--- src/rtl/alarm_pkg.sv ---
// Shared types and constants for the alarm controller: FSM state encoding,
// alarm time moduli and binary-to-BCD digit helpers.
package alarm_pkg;

  typedef enum logic [1:0] {
    StIdle    = 2'd0,
    StRinging = 2'd1,
    StSnooze  = 2'd2
  } alarm_state_e;

  localparam int unsigned MinMod = 60;
  localparam int unsigned HrMod  = 24;

  localparam logic [5:0] MinLast = 6'(MinMod - 1);
  localparam logic [4:0] HrLast  = 5'(HrMod - 1);

  // Tens digit of a binary value 0..59.
  function automatic logic [3:0] bcd_tens(input logic [5:0] v);
    return 4'(v / 6'd10);
  endfunction

  // Units digit of a binary value 0..59.
  function automatic logic [3:0] bcd_units(input logic [5:0] v);
    return 4'(v % 6'd10);
  endfunction

endpackage

--- src/rtl/alarm_time_reg.sv ---
// Alarm time storage: binary minute/hour registers with wrapping increment
// (no carry from minutes into hours) and combinational BCD digit outputs.
module alarm_time_reg
  import alarm_pkg::*;
(
  input  logic       clk,
  input  logic       reset,
  input  logic       set_mode,
  input  logic       inc_min,
  input  logic       inc_hour,
  output logic [3:0] al_min_units,
  output logic [2:0] al_min_tens,
  output logic [3:0] al_hr_units,
  output logic [1:0] al_hr_tens
);

  logic [5:0] al_min_q, al_min_d;
  logic [4:0] al_hr_q, al_hr_d;

  // Next alarm time: edits only take effect in set mode; both pulses may apply together.
  always_comb begin
    al_min_d = al_min_q;
    al_hr_d  = al_hr_q;
    if (set_mode && inc_min) begin
      al_min_d = (al_min_q == MinLast) ? 6'd0 : al_min_q + 6'd1;
    end
    if (set_mode && inc_hour) begin
      al_hr_d = (al_hr_q == HrLast) ? 5'd0 : al_hr_q + 5'd1;
    end
  end

  // Alarm time registers.
  always_ff @(posedge clk or posedge reset) begin
    if (reset) begin
      al_min_q <= 6'd0;
      al_hr_q  <= 5'd0;
    end else begin
      al_min_q <= al_min_d;
      al_hr_q  <= al_hr_d;
    end
  end

  // BCD split for the compare logic and the display mux.
  always_comb begin
    al_min_units = bcd_units(al_min_q);
    al_min_tens  = 3'(bcd_tens(al_min_q));
    al_hr_units  = bcd_units({1'b0, al_hr_q});
    al_hr_tens   = 2'(bcd_tens({1'b0, al_hr_q}));
  end

endmodule

--- src/rtl/alarm_controller.sv ---
// Alarm controller: compares running time against the alarm time, fires one
// trigger per minute match and runs the ringing FSM with auto-stop timeout.
// Optional snooze support is enabled by defining ALARM_SNOOZE_EN.
module alarm_controller
  import alarm_pkg::*;
#(
  parameter int unsigned RING_SECS   = 60,
  parameter int unsigned SNOOZE_SECS = 300,
  parameter int unsigned CNT_W       = 9
) (
  input  logic       clk,
  input  logic       reset,
  input  logic       sec_tick,
  input  logic [5:0] seconds,
  input  logic [3:0] minutes_units,
  input  logic [2:0] minutes_tens,
  input  logic [3:0] hours_units,
  input  logic [1:0] hours_tens,
  input  logic       alarm_en,
  input  logic       set_mode,
  input  logic       inc_min,
  input  logic       inc_hour,
  input  logic       stop,
  input  logic       snooze,
  output logic [3:0] al_min_units,
  output logic [2:0] al_min_tens,
  output logic [3:0] al_hr_units,
  output logic [1:0] al_hr_tens,
  output logic       ringing,
  output logic       buzz
);

  localparam logic [CNT_W-1:0] RingLast = CNT_W'(RING_SECS - 1);

  alarm_state_e     state_q, state_d;
  logic [CNT_W-1:0] cnt_q, cnt_d;
  logic             buzz_q, buzz_d;
  logic             match, match_q, trigger;
  logic             snooze_act;

  alarm_time_reg u_time_reg (
    .clk          (clk),
    .reset        (reset),
    .set_mode     (set_mode),
    .inc_min      (inc_min),
    .inc_hour     (inc_hour),
    .al_min_units (al_min_units),
    .al_min_tens  (al_min_tens),
    .al_hr_units  (al_hr_units),
    .al_hr_tens   (al_hr_tens)
  );

`ifdef ALARM_SNOOZE_EN
  localparam logic [CNT_W-1:0] SnoozeLast = CNT_W'(SNOOZE_SECS - 1);
  assign snooze_act = snooze;
`else
  logic unused_cfg;
  assign snooze_act = 1'b0;
  assign unused_cfg = snooze ^ (SNOOZE_SECS == 0);
`endif

  // Time match; blocked while editing so a half-edited alarm cannot fire.
  always_comb begin
    match = alarm_en && !set_mode && (seconds == 6'd0) &&
            (minutes_units == al_min_units) && (minutes_tens == al_min_tens) &&
            (hours_units == al_hr_units) && (hours_tens == al_hr_tens);
    trigger = match && !match_q;
  end

  // Next-state logic; priority is stop > alarm_en low > snooze > tick.
  always_comb begin
    state_d = state_q;
    cnt_d   = cnt_q;
    buzz_d  = buzz_q;
    unique case (state_q)
      StIdle: begin
        buzz_d = 1'b0;
        if (trigger) begin
          state_d = StRinging;
          cnt_d   = '0;
          buzz_d  = 1'b1;
        end
      end
      StRinging: begin
        if (stop || !alarm_en) begin
          state_d = StIdle;
          cnt_d   = '0;
          buzz_d  = 1'b0;
        end else if (snooze_act) begin
          state_d = StSnooze;
          cnt_d   = '0;
          buzz_d  = 1'b0;
        end else if (sec_tick) begin
          if (cnt_q == RingLast) begin
            state_d = StIdle;
            cnt_d   = '0;
            buzz_d  = 1'b0;
          end else begin
            cnt_d  = cnt_q + 1'b1;
            buzz_d = !buzz_q;
          end
        end
      end
`ifdef ALARM_SNOOZE_EN
      StSnooze: begin
        buzz_d = 1'b0;
        if (stop || !alarm_en) begin
          state_d = StIdle;
          cnt_d   = '0;
        end else if (sec_tick) begin
          if (cnt_q == SnoozeLast) begin
            state_d = StRinging;
            cnt_d   = '0;
            buzz_d  = 1'b1;
          end else begin
            cnt_d = cnt_q + 1'b1;
          end
        end
      end
`endif
      default: begin
        state_d = StIdle;
        cnt_d   = '0;
        buzz_d  = 1'b0;
      end
    endcase
  end

  // State, counter, buzzer and match-edge registers.
  always_ff @(posedge clk or posedge reset) begin
    if (reset) begin
      state_q <= StIdle;
      cnt_q   <= '0;
      buzz_q  <= 1'b0;
      match_q <= 1'b0;
    end else begin
      state_q <= state_d;
      cnt_q   <= cnt_d;
      buzz_q  <= buzz_d;
      match_q <= match;
    end
  end

  assign ringing = (state_q == StRinging);
  assign buzz    = buzz_q;

endmodule
--- config.mk ---
export PLATFORM = sky130hd
export DESIGN_NAME = alarm_controller
export DESIGN_NICKNAME = d
export VERILOG_FILES = /design/src/rtl/alarm_pkg.sv /design/src/rtl/alarm_time_reg.sv /design/src/rtl/alarm_controller.sv
export SDC_FILE = /design/constraint.sdc
export NUM_CORES = 1
export LEC_CHECK = 0
export ABC_CLOCK_PERIOD_IN_PS = 2900
export BUFFER_PORTS_ARGS = -buffer_cell sky130_fd_sc_hd__buf_2
export CORE_MARGIN = 2
export CORE_UTILIZATION = 49
export CTS_CLUSTER_DIAMETER = 30
export DETAILED_ROUTE_END_ITERATION = 7
export GPL_TIMING_DRIVEN = 0
export PLACE_DENSITY = 0.76
export REMOVE_ABC_BUFFERS = 1
export SKIP_CTS_REPAIR_TIMING = 1
export SLEW_MARGIN = 20
export SYNTH_ARGS = -nofsm -noshare
export SYNTH_HDL_FRONTEND = slang
export SYNTH_HIERARCHICAL = 1
export SYNTH_SLANG_ARGS = --single-unit
--- constraint.sdc ---
create_clock -name clk -period 2.9 [get_ports clk]
set_input_delay 0.29 -clock clk [delete_from_list [all_inputs] [get_ports clk]]
set_output_delay 0.29 -clock clk [all_outputs]
set_load 0.05 [all_outputs]
-- Word-level counts from Yosys, hierarchy flattened
Cells that the tools add are included.
- reduce and logical (&&, ||, !) cells: 18
- mux-type cells: 17
- add/subtract/negate cells: 3
- div/mod/pow operators: 4
- equality and inequality tests: 11
- operator list (operator ; count):
    9-bit 2-to-1 mux ; 4
    9-bit one-hot mux with 2 select lines ; 1
    9-bit by 1-bit adder with 9-bit output (second input constant) ; 1
    9-bit by 6-bit equality test with 1-bit output (second input constant) ; 1
    1-bit logical AND ; 9
    4-bit equality test ; 2
    2-bit 2-to-1 mux ; 4
    6-bit by 1-bit adder with 6-bit output (second input constant) ; 1
    5-bit by 4-bit divider with 6-bit output (second input constant) ; 1
    6-bit by 4-bit divider with 6-bit output (second input constant) ; 1
    6-bit equality test (second input constant) ; 1
    6-bit zero test ; 1
    5-bit by 4-bit modulo with 6-bit output (second input constant) ; 1
    6-bit by 4-bit modulo with 6-bit output (second input constant) ; 1
    6-bit 2-to-1 mux ; 1
    5-bit by 1-bit adder with 5-bit output (second input constant) ; 1
    5-bit equality test (second input constant) ; 1
    5-bit 2-to-1 mux ; 1
    1-bit zero test ; 4
    1-bit 2-to-1 mux ; 4
    2-bit one-hot mux with 2 select lines ; 1
    3-bit equality test ; 1
    3-bit by 1-bit inequality test with 1-bit output (second input constant) ; 1
    3-bit by 2-bit inequality test with 1-bit output (second input constant) ; 1
    other kinds (8) ; 8
- word-level logic and storage cells: 59
- output and inout port bits: 15
- flip-flop bits (word level): 24
- bits of input ports: 28

-- Logic depth before layout (Yosys ltp)
- depth in word-level cells: 10
- depth in mapped cells: 16
- mapped depth without buffers: 14

-- Modules after synthesis
Netlist, hierarchy kept.
- modules (own cells, without submodules) (module ; times used ; seq. area each (sq um) ; cells an instance ; area each (sq um)):
    alarm_time_reg ; 1 ; 275.3 ; 144 ; 1108.6
    alarm_controller ; 1 ; 300.3 ; 95 ; 853.3

-- Worst setup path after synthesis
OpenSTA, ideal clock, no wires.
- path type: register -> register
- start point: register u_time_reg.al_min_q[5]
- end point: register cnt_q[0]
- stages on the path, launching flop included: 13
- period minus slack after synthesis: 3666 ps
- data arrival time: 3529 ps
- buffers on the path: 1
- data required time: 2764 ps
- library setup time: 136 ps
- slack: -766 ps
- cell sequence: dfrtp_1 -> buf_2 -> nor2b_1 -> nand2_1 -> a21oi_1 -> a31oi_1 -> ha_1 -> o21ai_0 -> xor2_1 -> nor4_1 -> nand4_2 -> a21oi_1 -> mux2i_1
- longest elaborated chain between the ends: 9
- elaborated cells between the ends (all ways): 11
- those cells by class: div: 2; eq/ne: 3; reduce/logical: 6
- RTL lines (item ; line ; source):
    start: declaration ; alarm_time_reg.sv:17 ; logic [5:0] al_min_q, al_min_d;
    start signal: assignment ; alarm_time_reg.sv:38 ; al_min_q <= al_min_d;
    6-bit by 4-bit modulo with 6-bit output ; alarm_pkg.sv:24 ; return 4'(v % 6'd10);
    named net al_min_units[2] ; alarm_controller.sv:25 ; output logic [3:0] al_min_units,
    4-bit equality test ; alarm_controller.sv:65 ; (minutes_units == al_min_units) && (minutes_tens == al_min_tens) &&
    1-bit logical AND ; alarm_controller.sv:64 ; match = alarm_en && !set_mode && (seconds == 6'd0) &&
    1-bit logical AND (2 in a row) ; alarm_controller.sv:65 ;
    1-bit logical AND ; alarm_controller.sv:66 ; (hours_units == al_hr_units) && (hours_tens == al_hr_tens);
    1-bit logical AND ; alarm_controller.sv:67 ; trigger = match && !match_q;
    2-bit inequality test (no source line) ; - ;
    2-bit AND reduction (no source line) ; - ;
    end signal: assignment ; alarm_controller.sv:138 ; cnt_q <= cnt_d;
    end: declaration ; alarm_controller.sv:36 ; logic [CNT_W-1:0] cnt_q, cnt_d;
The timed path passes the listed nets, and every way through them passes these cells.
A chain may end at the register's enable or synchronous reset.

-- Worst setup path after layout
- start point: register u_time_reg.al_min_q[4]
- end point: register cnt_q[0]
- longest elaborated chain between the ends: 9
- elaborated cells between the ends (all ways): 11
- those cells by class: div: 2; eq/ne: 3; reduce/logical: 6
- RTL lines (item ; line):
    6-bit by 4-bit modulo with 6-bit output ; alarm_pkg.sv:24
    4-bit equality test ; alarm_controller.sv:65
    1-bit logical AND ; alarm_controller.sv:64
    1-bit logical AND * (2 in a row) ; alarm_controller.sv:65
    1-bit logical AND * ; alarm_controller.sv:66
    1-bit logical AND * ; alarm_controller.sv:67
    2-bit inequality test (no source line) * ; -
    2-bit AND reduction (no source line) * ; -
Every way passes the cells marked *; elsewhere a longest branch is shown, timed or not.

==> impl_results.md <==
* DIE HEIGHT at 67.28 um
* Routed Antenna Nets at 0
* Setup tns final at -0.01821 ns
* CTS tree: yes
* Reg2Reg Launch Point: u_time_reg/al_min_q[4]
* Area of all placed cells without fillers at about 2500 um^2
* Syn_area_per_cell at roughly 8.2 um^2
* Critical path buffers and inverters at 0
* CP Data Arrival Time at 3.06 ns
* Number of top-level pins at 43
* Leakage at around 1.1 nW
* Asr flop ratio synth at 100.0%
* Seq/Total Area, Yosys at roughly 30%
* Cell Pwr Density at about 1100 nW/um^2
* Power after layout at between 2 and 3 mW
* DP Cell Count at approximately 320
* Die width at around 67 um
* Via count at around 2k
* GPL Wtd Cong at 0.9031
* P&R area growth vs syn at 25.70%
* Via/cell ratio at 5.820
* CP endpoint kind: flop
* Post-synth top cells: dfrtp_1, a21oi_1, nand2_1, inv_1, o21ai_0
* FP Rows at 22
* Switching fraction of total power at about 57%
* Final #Nets at 328
* CP max FO at 6
* Clock power frac at between 7 and 8%
* Hold slack at 0.01900 ns
* Min-delay worst type: input port to async pin
* Final-report hold violation count at 0
* Final Skew at between 0.006 and 0.007 ns
* Synthesized instance count at around 240
* Final Critical Period at 2.912 ns
* Core Region at around 3700 um^2
* Initial antenna violation count at 0
* Worst-path clk slew at about 0.09 ns
* Fin crit share at 100.4%
* Max incr delay on CP at approximately 0.52 ns
* Dpl hpwl at 3419 um
* CP top delay family: simple AND/OR/NAND/NOR gates
* Int Power at 1.199 mW
* Worst VDD drop at 0.9910 mV
* Top cells by area, synth: dfrtp_1, xor2_1, ha_1
* Crit. Startpoint: u_time_reg/al_min_q[4]
* # H-tree levels at 1
* Worst skew pair latency at approximately 0.27 ns
* Slew @ Worst Pin at about 0.49 ns
* Synth Register Bits at 23
* Peak Freq at around 340 MHz
* CP Data Required Time at around 3 ns
* YS warnings at 6
* Fillcell total at between 300 and 400
* Top-count cell post-synth: dfrtp_1
* WL final at around 5100 um
* CTS Buffer Depth at 2
* Cell taking the most area after synthesis: dfrtp_1
* Diode count at 0
* DRC viols at 0
* CTS Buf Count at 3
* Slew HR at around two thirds
* Port-buffer cells at about 40
* Avg WL per Cell at approximately 15 um
* Synth unique cells at between 50 and 60
* Pin count of the biggest net entering global routing at 22
* Startpoint Class: flop
* Unrepaired setup endpoints after global routing: true
* Post-Synthesis Cell Area at 1962 um^2
* Full die area at 4526 um^2
* Post-synth EDFFs at 0
* Pins Over Slew Limit at 0
* First drt pass iteration count at 4
* Dominant synthesized flop cell: dfrtp_1
* Final Setup Violations at 2
* Combinational share of power at between 70 and 80%
* Slowest CP cell: dfrtp_4
* Critical setup path kind: flop to flop
* Status: finished, violations left
* Flop2flop setup slack at -0.01 ns
* Failing checks: setup timing
* First-pass GRT wire length at 7258 um
* Dpl cell area at between 2000 and 2500 um^2
* CTS sink count at 23
* Non-Filler Instances at 338
* Yosys top cell area share at 29.34%
* NetSw at ~1.6 mW
* GRT Total Usage at slightly above 20%
* Vias in the first global route at around 1.6k
* Root buffer cell: clkbuf_8
* Sequential share of power at 19.8%
* GRT overflow at 0
* Max Cap Viol at 0
* Initial core utilization at a little over half
* DRT iter0 DRCs at about 110
* Most common cell on crit path: a21oi_2
* Final WS setup at -0.01241 ns
* Cells along the critical path: nor2b_4 > nand2_2 > a21oi_2 > a31oi_1 > ha_2 > nand3b_1 > a21oi_2 > a21oi_2 > o211ai_2 > xor2_2 > nor4_2 > nand4_2 > a21oi_4 > mux2i_1
* Share of layout cells above drive strength 1 at roughly a third
worst reg2reg max path: stages, from the launching register on:
cell and delay, ns:
dfrtp_4 0.52, nor2b_4 0.15, nand2_2 0.09, a21oi_2 0.06, a31oi_1 0.20, ha_2 0.26, nand3b_1 0.14, a21oi_2 0.07
a21oi_2 0.13, o211ai_2 0.13, xor2_2 0.18, nor4_2 0.22, nand4_2 0.28, a21oi_4 0.27, mux2i_1 0.10
power groups by stage:
stage | Sequential, mW | Clock, mW | Combinational, mW
floorplan | 0.555 | 0 | 1.30
global placement | 0.585 | 0 | 1.62
detailed placement | 0.582 | 0 | 1.64
CTS | 0.577 | 0.210 | 1.64
global route | 0.570 | 0.228 | 2.18
finish | 0.555 | 0.208 | 2.04
final timing paths:
| check | end | cells past startpoint |
|---|---|---|
| max in group asynchronous | u_time_reg/al_min_q[4] | 2 |
| min in group clk | cnt_q[1] | 3 |
| min reg2reg | cnt_q[0] | 1 |
| max | cnt_q[0] | 14 |
| min | u_time_reg/al_min_q[4] | 2 |
| max reg2reg | cnt_q[0] | 14 |
metrics by stage:
stage	utilization [%]	worst slack (ns)
after CTS	58.92	-0.7545
after global routing	65.88	-0.1495
after global placement	57.72	-0.6466
after floorplan	-	-0.8635
after detailed placement	57.72	-0.7463
final	65.88	-0.01241
kinds of logic after synthesis:
logic type      after synthesis  synth area share (%)
mux                           5                 2.615
compound gates               68                 22.77
simple gates                 90                 25.51
buf+inv                      27                 6.441
fa+ha+maj                     9                 5.740
xor+xnor                     17                 7.589
flops                        23                 29.34
per-layer routing:
layer / part of all wire [%] / vias to the layer above / track usage (%)
li1: - / 972 / -
met1: 44 / 936 / 28.19
met2: 50 / 59 / 35.64
met3: 5.8 / 0 / 3.667
met4: 0 / 0 / 1.531
met5: 0 / - / 0
area by class of cell:
cell class | instances | area [um^2] | share of cell area (%)
Multi-Input combinational cell | 189 | 1385 | 56.16
Clock buffer | 4 | 45.04 | 1.826
Timing Repair Buffer | 58 | 330.3 | 13.39
Sequential cell | 23 | 585.6 | 23.74
Tap cell | 48 | 60.06 | 2.435
Inverter | 16 | 60.06 | 2.435
layout by cell type (no fill, tap or decap), drive strengths merged, types with 3 or more instances in the layout:
cell / instances
nand2: 17
nor2b: 5
clkbuf: 6
xor2: 13
nand4: 3
o211ai: 3
nor2: 14
a31oi: 5
inv: 16
xnor2: 4
ha: 9
dfrtp: 23
buf: 56
nand3: 11
mux2i: 4
nand2b: 6
and3: 5
nor4: 4
or4: 5
a21oi: 17
o21ai: 22
nor3: 9
flip-flops by register name, indices dropped and copies added, names as in the netlist:
register             count
match_q                  1
buzz                     1
u_time_reg/al_min_q      6
u_time_reg/al_hr_q       5
state_q                  1
cnt_q                    9
Power figures use the tool's default switching activity.
